File: src/rtl/dmem_arbiter.sv
`default_nettype none
// +----------------------------------------------------------------------------+
// | dmem_arbiter: round-robin share of the data memory between core and debug. |
// | Optional DMEM_ARB_STATS_EN adds a saturating conflict counter.              |
// | Revision: 1.0                                                              |
// +----------------------------------------------------------------------------+
module dmem_arbiter #(
  parameter int ADDR_W  = 32,
  parameter int DATA_W  = 32,
  parameter int MEM_LAT = 2,
  parameter int CNT_W   = 16
) (
  input  logic              clk,
  input  logic              rst,
  input  logic              cpu_req,
  input  logic              cpu_we,
  input  logic [ADDR_W-1:0] cpu_addr,
  input  logic [DATA_W-1:0] cpu_wdata,
  output logic              cpu_ready,
  output logic [DATA_W-1:0] cpu_rdata,
  output logic              cpu_stall,
  input  logic              dbg_req,
  input  logic              dbg_we,
  input  logic [ADDR_W-1:0] dbg_addr,
  input  logic [DATA_W-1:0] dbg_wdata,
  output logic              dbg_ready,
  output logic [DATA_W-1:0] dbg_rdata,
`ifdef DMEM_ARB_STATS_EN
  output logic [CNT_W-1:0]  conflict_cnt,
`endif
  output logic              mem_read,
  output logic              mem_write,
  output logic [ADDR_W-1:0] mem_addr,
  output logic [DATA_W-1:0] mem_wdata,
  input  logic [DATA_W-1:0] mem_rdata
);

  localparam int       LAT_W       = (MEM_LAT > 1) ? $clog2(MEM_LAT) : 1;
  localparam logic     c_OWN_CPU   = 1'b0;
  localparam logic     c_OWN_DBG   = 1'b1;

  typedef enum logic [1:0] {
    S_IDLE   = 2'd0,
    S_ACCESS = 2'd1,
    S_RESP   = 2'd2
  } state_t;

  state_t              r_state;
  state_t              w_next;
  logic                r_owner;
  logic                r_last;
  logic                r_we;
  logic [ADDR_W-1:0]   r_addr;
  logic [DATA_W-1:0]   r_wdata;
  logic [LAT_W-1:0]    r_cnt;
  logic [DATA_W-1:0]   r_cpu_rdata;
  logic [DATA_W-1:0]   r_dbg_rdata;
  logic                w_any_req;
  logic                w_both_req;
  logic                w_grant;

  assign w_any_req  = cpu_req | dbg_req;
  assign w_both_req = cpu_req & dbg_req;
  // On conflict the port that did not win last time gets the memory.
  assign w_grant    = w_both_req ? ~r_last : dbg_req;

  always_ff @(posedge clk or posedge rst) begin
    if (rst) r_state <= S_IDLE;
    else     r_state <= w_next;
  end

  always_comb begin
    w_next = r_state;
    case (r_state)
      S_IDLE:   if (w_any_req) w_next = S_ACCESS;
      S_ACCESS: if (r_cnt == '0) w_next = S_RESP;
      S_RESP:   w_next = S_IDLE;
      default:  w_next = S_IDLE;
    endcase
  end

  always_ff @(posedge clk or posedge rst) begin
    if (rst) begin
      r_owner     <= c_OWN_CPU;
      r_last      <= c_OWN_DBG;
      r_we        <= 1'b0;
      r_addr      <= '0;
      r_wdata     <= '0;
      r_cnt       <= '0;
      r_cpu_rdata <= '0;
      r_dbg_rdata <= '0;
    end else begin
      case (r_state)
        S_IDLE: begin
          if (w_any_req) begin
            r_owner <= w_grant;
            r_last  <= w_grant;
            r_we    <= w_grant ? dbg_we    : cpu_we;
            r_addr  <= w_grant ? dbg_addr  : cpu_addr;
            r_wdata <= w_grant ? dbg_wdata : cpu_wdata;
            r_cnt   <= LAT_W'(MEM_LAT - 1);
          end
        end
        S_ACCESS: begin
          if (r_cnt != '0) begin
            r_cnt <= r_cnt - 1'b1;
          end else if (!r_we) begin
            if (r_owner == c_OWN_DBG) r_dbg_rdata <= mem_rdata;
            else                      r_cpu_rdata <= mem_rdata;
          end
        end
        default: ;
      endcase
    end
  end

  // Strobes decode from state so an asynchronous reset clears them at once.
  assign mem_read  = (r_state == S_ACCESS) & ~r_we;
  assign mem_write = (r_state == S_ACCESS) &  r_we;
  assign mem_addr  = r_addr;
  assign mem_wdata = r_wdata;
  assign cpu_ready = (r_state == S_RESP) & (r_owner == c_OWN_CPU);
  assign dbg_ready = (r_state == S_RESP) & (r_owner == c_OWN_DBG);
  assign cpu_rdata = r_cpu_rdata;
  assign dbg_rdata = r_dbg_rdata;
  assign cpu_stall = cpu_req & ~cpu_ready;

`ifdef DMEM_ARB_STATS_EN
  logic [CNT_W-1:0] r_conflict_cnt;

  always_ff @(posedge clk or posedge rst) begin
    if (rst) begin
      r_conflict_cnt <= '0;
    end else if ((r_state == S_IDLE) && w_both_req && !(&r_conflict_cnt)) begin
      r_conflict_cnt <= r_conflict_cnt + 1'b1;
    end
  end

  assign conflict_cnt = r_conflict_cnt;
`endif

endmodule
`default_nettype wire
File: config.mk
export PLATFORM = sky130hd
export DESIGN_NAME = dmem_arbiter
export DESIGN_NICKNAME = d
export VERILOG_FILES = /design/src/rtl/dmem_arbiter.sv
export SDC_FILE = /design/constraint.sdc
export NUM_CORES = 1
export LEC_CHECK = 0
export CAP_MARGIN = 40
export CORE_UTILIZATION = 43
export CTS_CLUSTER_DIAMETER = 200
export DETAILED_ROUTE_END_ITERATION = 16
export HOLD_SLACK_MARGIN = 0.12
export PLACE_DENSITY = 0.85
export SETUP_SLACK_MARGIN = 0.5
export SYNTH_ARGS = -nofsm -noshare
export SYNTH_HDL_FRONTEND = slang
export SYNTH_SLANG_ARGS = --single-unit
File: constraint.sdc
create_clock -name clk -period 14.12 [get_ports clk]
set_input_delay 2.824 -clock clk [delete_from_list [all_inputs] [get_ports clk]]
set_output_delay 2.824 -clock clk [all_outputs]
set_load 0.01 [all_outputs]
==> results.yml <==
power:
  powerDensity_mw_per_mm2: 221
  leakage_nw: 4.09
  irDropWorstVdd_v: 0.000124
  p_sw_mw: 0.629
  switching_share_pct: 29.4
  p_comb_share_pct: 46.2
  p_int_mw: 1.51
  clock_power_share_pct: 21.3
  pwr-share-seq_pct: 32.5
detailed_routing:
  via_per_inst: 4.82
  ant_nets: 0
  firstDrtPassIters: 4
  drt_iter0_drc: 122
  routed-via-count: 4153
  drc: 0
  wl_per_cell_um: 17.7
  wirelength_mm: 15.3
global_routing:
  grt_pass1_wl_mm: 24.1
  gr-total-overflow: 0
  grt_pass1_vias: 4643
  antenna_found_initial: 0
  grtUsageTotal_pct: 22.3
  grt_max_degree: 69
worst_hold_path:
  min_from: "cpu_rdata[25]"
  whs_path_depth: 1
  hold-path-endpoint: "cpu_rdata[25]"
  min_path_type: "flip-flop to flip-flop"
synthesis:
  synth-main-ff-cell: "dfrtp_1"
  synth_warnings: 0
  synthCells: 371
  synth_cell_types: 25
  synthMuxAreaShare_pct: 38.9
  avgSynthCellArea_um2: 15.9
  synth-seq-area-share_pct: 56.8
  synthAdderAreaFrac_pct: 0
  synth_top_family_by_area: "multiplexers"
  ys_ff_latch: 134
  synth_compound_area_share_pct: 0.657
  syn_area_mm2: 0.00590
  synth_enable_flop_cells: 0
  syn_nets: 537
  synth-simple-area-share_pct: 1.46
  async_reset_ff_share_pct: 100
  synthXorXnorAreaFrac_pct: 0
cts:
  cts-htree-levels: 4
  numCtsBuffers: 17
  hold_buffers: 0
  clkTransAtPathRegs_ns: 0.06
  clk_latency_ns: 0.41
  postCtsSetupRepairBufs: 0
  cts_tree: "built"
  clock-root-buffer: "clkbuf_16"
  clock_path_buffers: 2
  cts_resized: 0
  clock_sinks: 134
sta:
  fmax_ghz: 0.144
  post-route-period-util_pct: 49.3
  tightest_slew_ns: 0.823
  fin_crit_ns: 6.96
  setup_viol: 0
  finalHoldViolCount: 0
  rsz0062_at_grt: "false"
  finalSetupTns_ns: 0
  slew_violations: 0
  fin_skew_ns: 0.00892
  max_slew_margin_pct: 45.1
placement:
  place_congestion: 0.768
  placed_area_mm2: 0.00908
  place_hpwl_mm: 11.2
  io_buffer_count: 298
cells_and_area:
  nFillCells: 887
  final_cell_area_mm2: 0.00969
  drive_gt1_share_pct: 33.9
  area_growth_pct: 64.2
  nets: 839
  multiInputGateArea_mm2: 0.00244
  antenna_cells: 0
  seq_area_mm2: 0.00335
setup_path:
  cp_max_fo: 4
  worstSetupStartpointType: "input port"
  slowest_delay_ns: 0.57
  end_kind: "primary output"
  rr_startpoint: "r_last"
  reg2regPathDepth: 4
  r2r_end: "mem_addr[7]"
  cp.required_ns: 11.30
  path_cells: "clkdlybuf4s50_1 > nor2b_1 > clkdlybuf4s50_1"
  crit_buf_inv: 2
  worstPathArrival_ns: 4.14
  critPathKind: "input port to primary output"
  cp_slowest_cell: "clkdlybuf4s50_1"
  cpLargestDelayFamily: "buffers and inverters"
  ff2ff_setup_slack_ns: 11.99
  cpMostUsedCell: "clkdlybuf4s50_1"
die:
  die_w_um: 119
  start_util_pct: 44.4
  fp.dieH_um: 119
  die_area_mm2: 0.0142
  top_level_ports: 299
  num_rows: 42
  fp.coreArea_mm2: 0.0133
flow_run:
  drv_cap: 0
run_status:
  outcome: "completed"
## area by class of cell
class	instances	share of cell area, %
Clock buffer	19	4.47
Clock inverter	12	1.86
Inverter	3	0.142
Multi-Input combinational cell	213	25.2
Sequential cell	134	34.6
Tap cell	176	2.27
Timing Repair Buffer	304	31.5
## kinds of logic (layout without fill, tap and decap cells)
kind of cell	count (synthesis)	count (layout)
multiplexers	194	194
buffers and inverters	24	338
flip-flops	134	134
AND/OR/NAND/NOR	13	13
AO/OA/AOI/OAI	6	6
## cell usage after synthesis, types with 2 or more instances
library cell,count,area (µm²)
dfrtp_1,133,3330
buf_2,12,60.1
mux2_1,2,22.5
nor2_1,4,15.0
clkbuf_1,6,22.5
mux2_2,160,1800
buf_6,3,33.8
nand2_1,2,7.51
mux2i_1,2,20.0
inv_1,3,11.3
mux2_4,30,450
## per-stage QoR
stage / setup slack, ns / power [mW] / hold WS (ns) / util [%] / std cells
finish: 7.16 / 2.14 / 0.492 / 72.9 / 861
CTS: 7.15 / 2.16 / 0.500 / 72.9 / 861
floorplan: 7.71 / 1.16 / 0.476 / - / 371
detailed placement: 7.15 / 1.70 / 0.488 / 68.3 / 830
global route: 7.11 / 2.25 / 0.510 / 72.9 / 861
global placement: 7.19 / 1.66 / 0.471 / 68.1 / 829
## layout by cell type, fill, tap and decap left out, types with 2 or more instances in the layout
cell             count
clkdlybuf4s50_1    298
clkbuf_16           17
bufinv_16            4
mux2i_1              2
nor2_1               4
mux2_4              30
inv_1                2
nand2_1              2
clkinv_2             2
buf_4                5
clkinvlp_4           2
clkbuf_1             2
clkinv_4             4
dfrtp_1            133
mux2_1               2
mux2_2             160
## flip-flops by register name, indices dropped and copies added (netlist names)
register   flops
mem_wdata     32
dbg_rdata     32
r_cnt          1
r_we           1
r_state        2
mem_addr      32
cpu_rdata     32
r_owner        1
r_last         1
## worst reg2reg max path: cells and delay by family, from the launching register on
kind	cells	cell delay, ns
compound gates	1	0.13
flops	1	0.55
buf+inv	1	0.63
mux	2	0.70
## per-layer routing
metal,vias to the layer above,track usage [%],share of wire (%)
met5,-,0,0
met4,0,10.6,3.1
met3,29,7.38,7.7
met2,187,39.6,53
met1,2003,23.6,36
li1,1934,-,-
## power by group through the flow
stage	clock, mW	sequential, mW	combinational [mW]
floorplan	0	0.778	0.384
global placement	0	0.685	0.974
detailed placement	0	0.699	0.997
CTS	0.464	0.697	1.00
global route	0.482	0.721	1.04
finish	0.455	0.696	0.988
## worst max-delay path by stage
stage	start	end	slack, ns	cells past startpoint
2_1_floorplan	rst	cpu_rdata[0]	7.71	1
3_3_place_gp	cpu_req	cpu_stall	7.19	3
3_5_place_dp	cpu_req	cpu_stall	7.15	3
4_1_cts	cpu_req	cpu_stall	7.15	3
5_1_grt	cpu_req	cpu_stall	7.11	3
6_report	cpu_req	cpu_stall	7.16	3
Note: power is estimated with default switching activity, not from simulation.
